$ cat config.mk
export PLATFORM = sky130hd
export DESIGN_NAME = mc_controller_v2
export DESIGN_NICKNAME = d
export VERILOG_FILES = /design/src/rtl/mc_controller_v2.sv
export SDC_FILE = /design/constraint.sdc
export NUM_CORES = 1
export LEC_CHECK = 0
export ABC_AREA = 1
export BUFFER_PORTS_ARGS = -buffer_cell sky130_fd_sc_hd__buf_2
export CORE_MARGIN = 1
export CORE_UTILIZATION = 30
export DETAILED_ROUTE_END_ITERATION = 8
export PLACE_DENSITY_LB_ADDON = 0.05
export SKIP_CTS_REPAIR_TIMING = 1
export SLEW_MARGIN = 10
export SYNTH_ARGS = -nofsm -noshare
export SYNTH_HDL_FRONTEND = slang
export SYNTH_SLANG_ARGS = --single-unit
$ cat constraint.sdc
create_clock -name clk -period 1.52 [get_ports clk]
set_input_delay 0.304 -clock clk [delete_from_list [all_inputs] [get_ports clk]]
set_output_delay 0.304 -clock clk [all_outputs]
set_load 0.03 [all_outputs]
$ cat src/rtl/mc_controller_v2.sv
// rtl/mc_controller_v2.sv - multi-cycle MIPS control unit with memory handshake and sticky faults
module mc_controller_v2 #(
    parameter int MEM_TIMEOUT = 16,
    parameter bit HAS_JAL     = 1'b1,
    parameter int CNT_WIDTH   = 5
) (
    input  logic       clk,
    input  logic       rst,
    input  logic [5:0] op_i,
    input  logic       zero_i,
    input  logic       mem_ready_i,
    output logic       memread_o,
    output logic       memwrite_o,
    output logic       mem_word_o,
    output logic       iord_o,
    output logic       irwrite_o,
    output logic       pcen_o,
    output logic [1:0] pcsource_o,
    output logic       alusrca_o,
    output logic [2:0] alusrcb_o,
    output logic [1:0] aluop_o,
    output logic       regwrite_o,
    output logic [1:0] regdst_o,
    output logic [1:0] memtoreg_o,
    output logic       illegal_op_o,
    output logic       bus_err_o,
    output logic [3:0] state_o
);

    localparam logic [5:0] OP_R    = 6'b000000;
    localparam logic [5:0] OP_J    = 6'b000010;
    localparam logic [5:0] OP_JAL  = 6'b000011;
    localparam logic [5:0] OP_BEQ  = 6'b000100;
    localparam logic [5:0] OP_BNE  = 6'b000101;
    localparam logic [5:0] OP_ADDI = 6'b001000;
    localparam logic [5:0] OP_ANDI = 6'b001100;
    localparam logic [5:0] OP_ORI  = 6'b001101;
    localparam logic [5:0] OP_LB   = 6'b100000;
    localparam logic [5:0] OP_LW   = 6'b100011;
    localparam logic [5:0] OP_SB   = 6'b101000;
    localparam logic [5:0] OP_SW   = 6'b101011;

    typedef enum logic [3:0] {
        S_FETCH  = 4'd0,
        S_DECODE = 4'd1,
        S_MEMADR = 4'd2,
        S_MEMRD  = 4'd3,
        S_MEMWB  = 4'd4,
        S_MEMWR  = 4'd5,
        S_RTEX   = 4'd6,
        S_RTWB   = 4'd7,
        S_BEQEX  = 4'd8,
        S_BNEEX  = 4'd9,
        S_JEX    = 4'd10,
        S_JALEX  = 4'd11,
        S_IEX    = 4'd12,
        S_IWB    = 4'd13,
        S_TRAP   = 4'd14
    } state_t;

    state_t               state;
    logic [CNT_WIDTH-1:0] wait_cnt;
    logic                 illegal_q;
    logic                 bus_err_q;
    logic                 mem_state;
    logic                 timeout;

    // Memory-waiting states share one counter; the last allowed cycle without ready is a timeout
    always_comb begin
        mem_state = (state == S_FETCH) || (state == S_MEMRD) || (state == S_MEMWR);
        timeout   = mem_state && !mem_ready_i &&
                    (wait_cnt == CNT_WIDTH'(MEM_TIMEOUT - 1));
    end

    // State sequencing, wait counter and sticky fault flags
    always_ff @(posedge clk or negedge rst) begin
        if (!rst) begin
            state     <= S_FETCH;
            wait_cnt  <= '0;
            illegal_q <= 1'b0;
            bus_err_q <= 1'b0;
        end else begin
            wait_cnt <= (mem_state && !mem_ready_i && !timeout) ? wait_cnt + 1'b1 : '0;
            if (timeout) begin
                state     <= S_TRAP;
                bus_err_q <= 1'b1;
            end else begin
                case (state)
                    S_FETCH:  if (mem_ready_i) state <= S_DECODE;
                    S_DECODE: begin
                        case (op_i)
                            OP_LB, OP_LW, OP_SB, OP_SW: state <= S_MEMADR;
                            OP_R:                       state <= S_RTEX;
                            OP_BEQ:                     state <= S_BEQEX;
                            OP_BNE:                     state <= S_BNEEX;
                            OP_J:                       state <= S_JEX;
                            OP_JAL: begin
                                if (HAS_JAL) begin
                                    state <= S_JALEX;
                                end else begin
                                    state     <= S_TRAP;
                                    illegal_q <= 1'b1;
                                end
                            end
                            OP_ADDI, OP_ANDI, OP_ORI:   state <= S_IEX;
                            default: begin
                                state     <= S_TRAP;
                                illegal_q <= 1'b1;
                            end
                        endcase
                    end
                    S_MEMADR: state <= (op_i == OP_LB || op_i == OP_LW) ? S_MEMRD : S_MEMWR;
                    S_MEMRD:  if (mem_ready_i) state <= S_MEMWB;
                    S_MEMWB:  state <= S_FETCH;
                    S_MEMWR:  if (mem_ready_i) state <= S_FETCH;
                    S_RTEX:   state <= S_RTWB;
                    S_RTWB:   state <= S_FETCH;
                    S_BEQEX:  state <= S_FETCH;
                    S_BNEEX:  state <= S_FETCH;
                    S_JEX:    state <= S_FETCH;
                    S_JALEX:  state <= S_FETCH;
                    S_IEX:    state <= S_IWB;
                    S_IWB:    state <= S_FETCH;
                    S_TRAP:   state <= S_TRAP;
                    default: begin
                        state     <= S_TRAP;
                        illegal_q <= 1'b1;
                    end
                endcase
            end
        end
    end

    // Datapath controls decoded from the current state; everything held at 0 while in reset
    always_comb begin
        memread_o    = 1'b0;
        memwrite_o   = 1'b0;
        mem_word_o   = 1'b0;
        iord_o       = 1'b0;
        irwrite_o    = 1'b0;
        pcen_o       = 1'b0;
        pcsource_o   = 2'b00;
        alusrca_o    = 1'b0;
        alusrcb_o    = 3'b000;
        aluop_o      = 2'b00;
        regwrite_o   = 1'b0;
        regdst_o     = 2'b00;
        memtoreg_o   = 2'b00;
        illegal_op_o = 1'b0;
        bus_err_o    = 1'b0;
        state_o      = 4'd0;
        if (rst) begin
            state_o      = state;
            illegal_op_o = illegal_q;
            bus_err_o    = bus_err_q;
            case (state)
                S_FETCH: begin
                    memread_o  = 1'b1;
                    mem_word_o = 1'b1;
                    alusrcb_o  = 3'b001;
                    irwrite_o  = mem_ready_i;
                    pcen_o     = mem_ready_i;
                end
                S_DECODE: alusrcb_o = 3'b011;
                S_MEMADR: begin
                    alusrca_o = 1'b1;
                    alusrcb_o = 3'b010;
                end
                S_MEMRD: begin
                    memread_o  = 1'b1;
                    iord_o     = 1'b1;
                    mem_word_o = (op_i == OP_LW);
                end
                S_MEMWB: begin
                    regwrite_o = 1'b1;
                    memtoreg_o = 2'b01;
                end
                S_MEMWR: begin
                    memwrite_o = 1'b1;
                    iord_o     = 1'b1;
                    mem_word_o = (op_i == OP_SW);
                end
                S_RTEX: begin
                    alusrca_o = 1'b1;
                    aluop_o   = 2'b10;
                end
                S_RTWB: begin
                    regwrite_o = 1'b1;
                    regdst_o   = 2'b01;
                end
                S_BEQEX, S_BNEEX: begin
                    alusrca_o  = 1'b1;
                    aluop_o    = 2'b01;
                    pcsource_o = 2'b01;
                    pcen_o     = (state == S_BEQEX) ? zero_i : !zero_i;
                end
                S_JEX: begin
                    pcsource_o = 2'b10;
                    pcen_o     = 1'b1;
                end
                S_JALEX: begin
                    pcsource_o = 2'b10;
                    pcen_o     = 1'b1;
                    regwrite_o = 1'b1;
                    regdst_o   = 2'b10;
                    memtoreg_o = 2'b10;
                end
                S_IEX: begin
                    alusrca_o = 1'b1;
                    if (op_i == OP_ADDI) begin
                        alusrcb_o = 3'b010;
                        aluop_o   = 2'b00;
                    end else begin
                        alusrcb_o = 3'b100;
                        aluop_o   = 2'b11;
                    end
                end
                S_IWB: regwrite_o = 1'b1;
                default: ;
            endcase
        end
    end

endmodule
### Word level (Yosys, flattened, before mapping)

Cells that the tools add are included.

* $add $sub $neg: 1
* equal/unequal tests: 30
* multiplexer cells: 42
* bitwise operators: 2
* reductions and logical operators: 24

Operator list (number)
* one-hot mux 4 bit (8 select lines): 1
* == test 4 bit (second input constant): 7
* one-hot mux 4 bit (7 select lines): 1
* == test 6 bit (second input constant): 4
* 2-to-1 mux 4 bit: 5
* == test 6 x 4 -> 1 bit (second input constant): 3
* 2-to-1 mux 1 bit: 18
* == test 4 x 3 -> 1 bit (second input constant): 4
* OR reduction 14 bit: 1
* == test 6 x 2 -> 1 bit (second input constant): 2
* == test 6 x 3 -> 1 bit (second input constant): 2
* one-hot mux 2 bit (2 select lines): 3
* one-hot mux 3 bit (4 select lines): 1
* OR reduction 12 bit: 1
* 2-to-1 mux 2 bit: 5
* 2-to-1 mux 3 bit: 3
* != test 3 bit (second input constant): 3
* == test 4 x 2 -> 1 bit (second input constant): 2
* OR reduction 2 bit: 4
* OR reduction 4 bit: 2
* OR reduction 7 bit: 1
* zero test 6 bit: 1
* one-hot mux 1 bit (3 select lines): 2
* one-hot mux 2 bit (3 select lines): 1
* other kinds (14): 22

* flip-flop bits (word level): 11
* bits of input ports: 10
* output and inout bits: 25
* word-level logic and storage cells: 103

### Logic depth before layout (Yosys ltp)

* depth in word-level cells: 8
* gate-level depth with buffers: 10
* gate-level depth less buffers: 10

### Least setup slack after synthesis

Ideal clock, no wire load.

* path type: input to output
* start: input port rst
* end: output port regdst_o[1]
* arrival time: 1.745 ns
* required time: 1.216 ns
* setup slack: -0.529 ns
* cell stages on the path: 4
* buffers on the path: 2
* cells stage by stage: clkbuf_1 -> inv_1 -> nor3_1 -> buf_4

* word-level cells in the longest chain between the ends: 1

Ends and longest elaborated chain
* start, declared: RTL line 8 `input logic rst,`
* 2-to-1 mux 2 bit: RTL line 152 `if (rst) begin`
* end, declared: RTL line 23 `output logic [1:0] regdst_o,`

Every way passes these cells.

### Final worst setup path

* start: register state[2]
* end: output port aluop_o[0]

* word-level cells in the longest chain between the ends: 4
* elaborated cells between the ends (all ways): 7
* those cells by class: eq/ne (4); mux (2); reduce/logical (1)

Ends and longest elaborated chain
* start, declared: RTL line 61 `state_t state;`
* start signal, assigned: RTL line 112 `S_MEMADR: state <= (op_i == OP_LB || op_i == OP_LW) ? S_MEMRD : S_MEMWR;`
* == test 4 bit: RTL line 156 `case (state)`
* OR reduction 2 bit: RTL line 156
* one-hot mux 2 bit (3 select lines) *: RTL line 156
* 2-to-1 mux 2 bit *: RTL line 152
* end, declared: RTL line 21 `output logic [1:0] aluop_o,`

Every way passes the cells marked *; elsewhere a longest branch is shown, timed or not.

==> results.toml <==
[run_status]
status = "finished, violations left"
violations = "setup timing"

[power_and_ir_drop]
p_int_mw = 0.441
p_sw_share_pct = 28.9
seq_power_share_pct = 47.1
ir_drop_mv = 0.352
powerDensity_nw_per_um2 = 332
p_comb_share_pct = 19.4
power_switching_mw = 0.179
p_clk_share_pct = 33.5
power_leakage_nw = 0.978

[sta]
tightest_slew_ps = 322
maxSlewViolCount = 0
rsz0062_at_grt = "yes"
maxSlewHeadroom_pct = 78.5
setup_tns_ps = -5140
fmax_mhz = 532
holdWs_ps = 383
final_hold_viol_count = 0
timing.final.ws_setup_ps = -361
fin_crit_sh_pct = 124
clock_skew_ps = 1.76
min_period_ps = 1880
finalSetupViolations = 23

[final_layout]
final_nets = 263
layout-drive-gt1-share_pct = 49.2
antennaDiodeCount = 0
area_delta_synth_final_pct = 78.5
stdcell_area_sq_um = 1870

[synthesis]
yosys.area.top_type = "dfrtp_1"
synthDistinctLibCells = 31
synth.area.top_cells = "dfrtp_1 26%, nand2_1 14%, nor2_1 13%"
synth_most_common_cell = "nand2_1"
synth-seq-area-share_pct = 26.3
synth_seq_cells = 11
synth_cells = 175
syn_area_sq_um = 1050
synth-edff-count = 0
yosysWarnings = 0
postSynthAreaPerCell_sq_um = 5.98
async_flop_share_pct = 100
synthFlopType = "dfrtp_1"
syn_nets = 187
ys_top_cells_by_count = "39 x nand2_1, 36 x nor2_1, 26 x inv_1, 11 x dfrtp_1, 11 x nand3_1"
yosys.area.top_type_share_pct = 26.3

[routing]
avgRoutedWirePerCell_microns = 10.9
ant_nets = 0
vias = 1332
drt-initial-drc-count = 26
drt_wl_total_microns = 3220
drc = 0
viasPerCell = 4.50
dr.pass1.iters = 4

[die]
core-area_sq_um = 3340
die_y_microns = 61.1
die_w_microns = 61.1
rows = 21
fp.dieArea_sq_um = 3730
pin_count = 35
start_util_pct = 31.4

[worst_setup_path]
ff2ff_path_depth = 11
startpoint_type = "register"
critPathKind = "reg -> out"
arrival_ps = 1580
end_kind = "output port"
crit_required_ps = 1220
crit_fanout = 5

[min_path]
hold_path.class = "in -> reg"
min_path_cells = 4

[global_routing]
grt_pass1_vias = 1131
grt.total_usage_pct = 17.7
grt_max_degree = 15
grt_overflow = 0
grt_pass1_wl_microns = 4800
antenna_found_initial = 0

[clock_tree]
ctsHtreeMaxLevel = 1
cts_sinks = 11
cts_buffers = 3
cts_buffer_depth = 2
root_buffer = "clkbuf_4"
tritoncts = "yes"
cts.clk_slew.worst_paths_ps = 70
clk_latency_ps = 270

[placed_design]
placed_cell_area_sq_um = 1640
gp_congestion = 0.833
dp_hpwl_microns = 2570
port_buffers = 34
preCtsSetupSlack_ps = -217

[job]
cap_violations = 0
## registers in the layout (all words and copies together) (netlist names)
| signal | cells |
|---|---|
| wait_cnt | 5 |
| state | 4 |
| bus_err_q | 1 |
| illegal_q | 1 |
## cell families (layout without fill, tap and decap cells)
logic type      after synthesis  after routing  share of synthesized area (%)
simple gates                104            104                           44.8
buf+inv                      37            112                           13.6
compound gates               20             20                           12.1
flops                        11             11                           26.3
fa+ha+maj                     2              2                           2.39
xor+xnor                      1              1                          0.836
## placed cells by master (no fill, tap or decap), types with 2 or more instances in the layout
master,Yosys,layout
a21oi_1,7,3
a21oi_4,0,4
a31oi_2,0,2
buf_2,0,17
buf_4,1,36
buf_6,0,13
clkbuf_4,0,8
dfrtp_1,11,7
dfrtp_2,0,4
dlygate4sd3_1,0,2
ha_1,2,2
inv_1,26,26
inv_2,8,8
nand2_1,39,33
nand2_2,5,10
nand2_4,1,2
nand3_1,11,10
nand4_1,3,3
nor2_1,36,28
nor2_2,1,6
nor2_4,1,4
nor3_4,0,2
o21ai_0,2,2
o21ai_1,4,3
## area by class of cell
cell class	count	area (sq um)
Timing Repair Buffer	74	579
Sequential cell	11	280
Fill cell	346	1470
Clock buffer	4	26.3
Multi-Input combinational cell	127	798
Tap cell	46	57.6
Inverter	34	128
## worst max-delay path, stage by stage (launching register included)
cell and delay (ps):
dfrtp_2 440, nand2_2 90, nor3_4 270, nand2_2 160, a21oi_4 140, buf_2 200
## final timing paths
path                                    endpoint                  start  slack, ps
setup / recovery                      aluop_o[0]   state[2]$_DFFE_PN0P_       -360
hold / removal              state[1]$_DFFE_PN0P_            mem_ready_i        380
setup reg to reg            state[1]$_DFFE_PN0P_   state[0]$_DFFE_PN0P_        -70
hold reg to reg            illegal_q$_DFFE_PN0P_  illegal_q$_DFFE_PN0P_        460
max in group asynchronous  wait_cnt[4]$_DFF_PN0_                    rst        680
min in group asynchronous   state[3]$_DFFE_PN0P_                    rst        590
## metal layers
| layer | up-vias | GRT usage (%) | wire [microns] |
|---|---|---|---|
| met1 | 604 | 22.1 | 1490 |
| met5 | - | 0 | 0 |
| li1 | 695 | - | - |
| met4 | 0 | 5.19 | 49 |
| met2 | 26 | 29.8 | 1570 |
| met3 | 7 | 4.83 | 124 |
## power by group through the flow
stage / clock network [mW] / logic, mW / registers, mW
floorplan: 0 / 0.0568 / 0.298
global placement: 0 / 0.113 / 0.298
detailed placement: 0 / 0.115 / 0.298
CTS: 0.213 / 0.115 / 0.292
global route: 0.236 / 0.134 / 0.292
finish: 0.208 / 0.121 / 0.292
## metrics by stage
| step | power, mW | cells | util [%] |
|---|---|---|---|
| 2_1_floorplan | 0.355 | 175 | - |
| 3_3_place_gp | 0.411 | 287 | 49.2 |
| 3_5_place_dp | 0.413 | 287 | 49.2 |
| 4_1_cts | 0.620 | 291 | 50.0 |
| 5_1_grt | 0.662 | 296 | 56.0 |
| 6_report | 0.621 | 296 | 56.0 |
No activity file was read; power rests on OpenSTA's default activity.
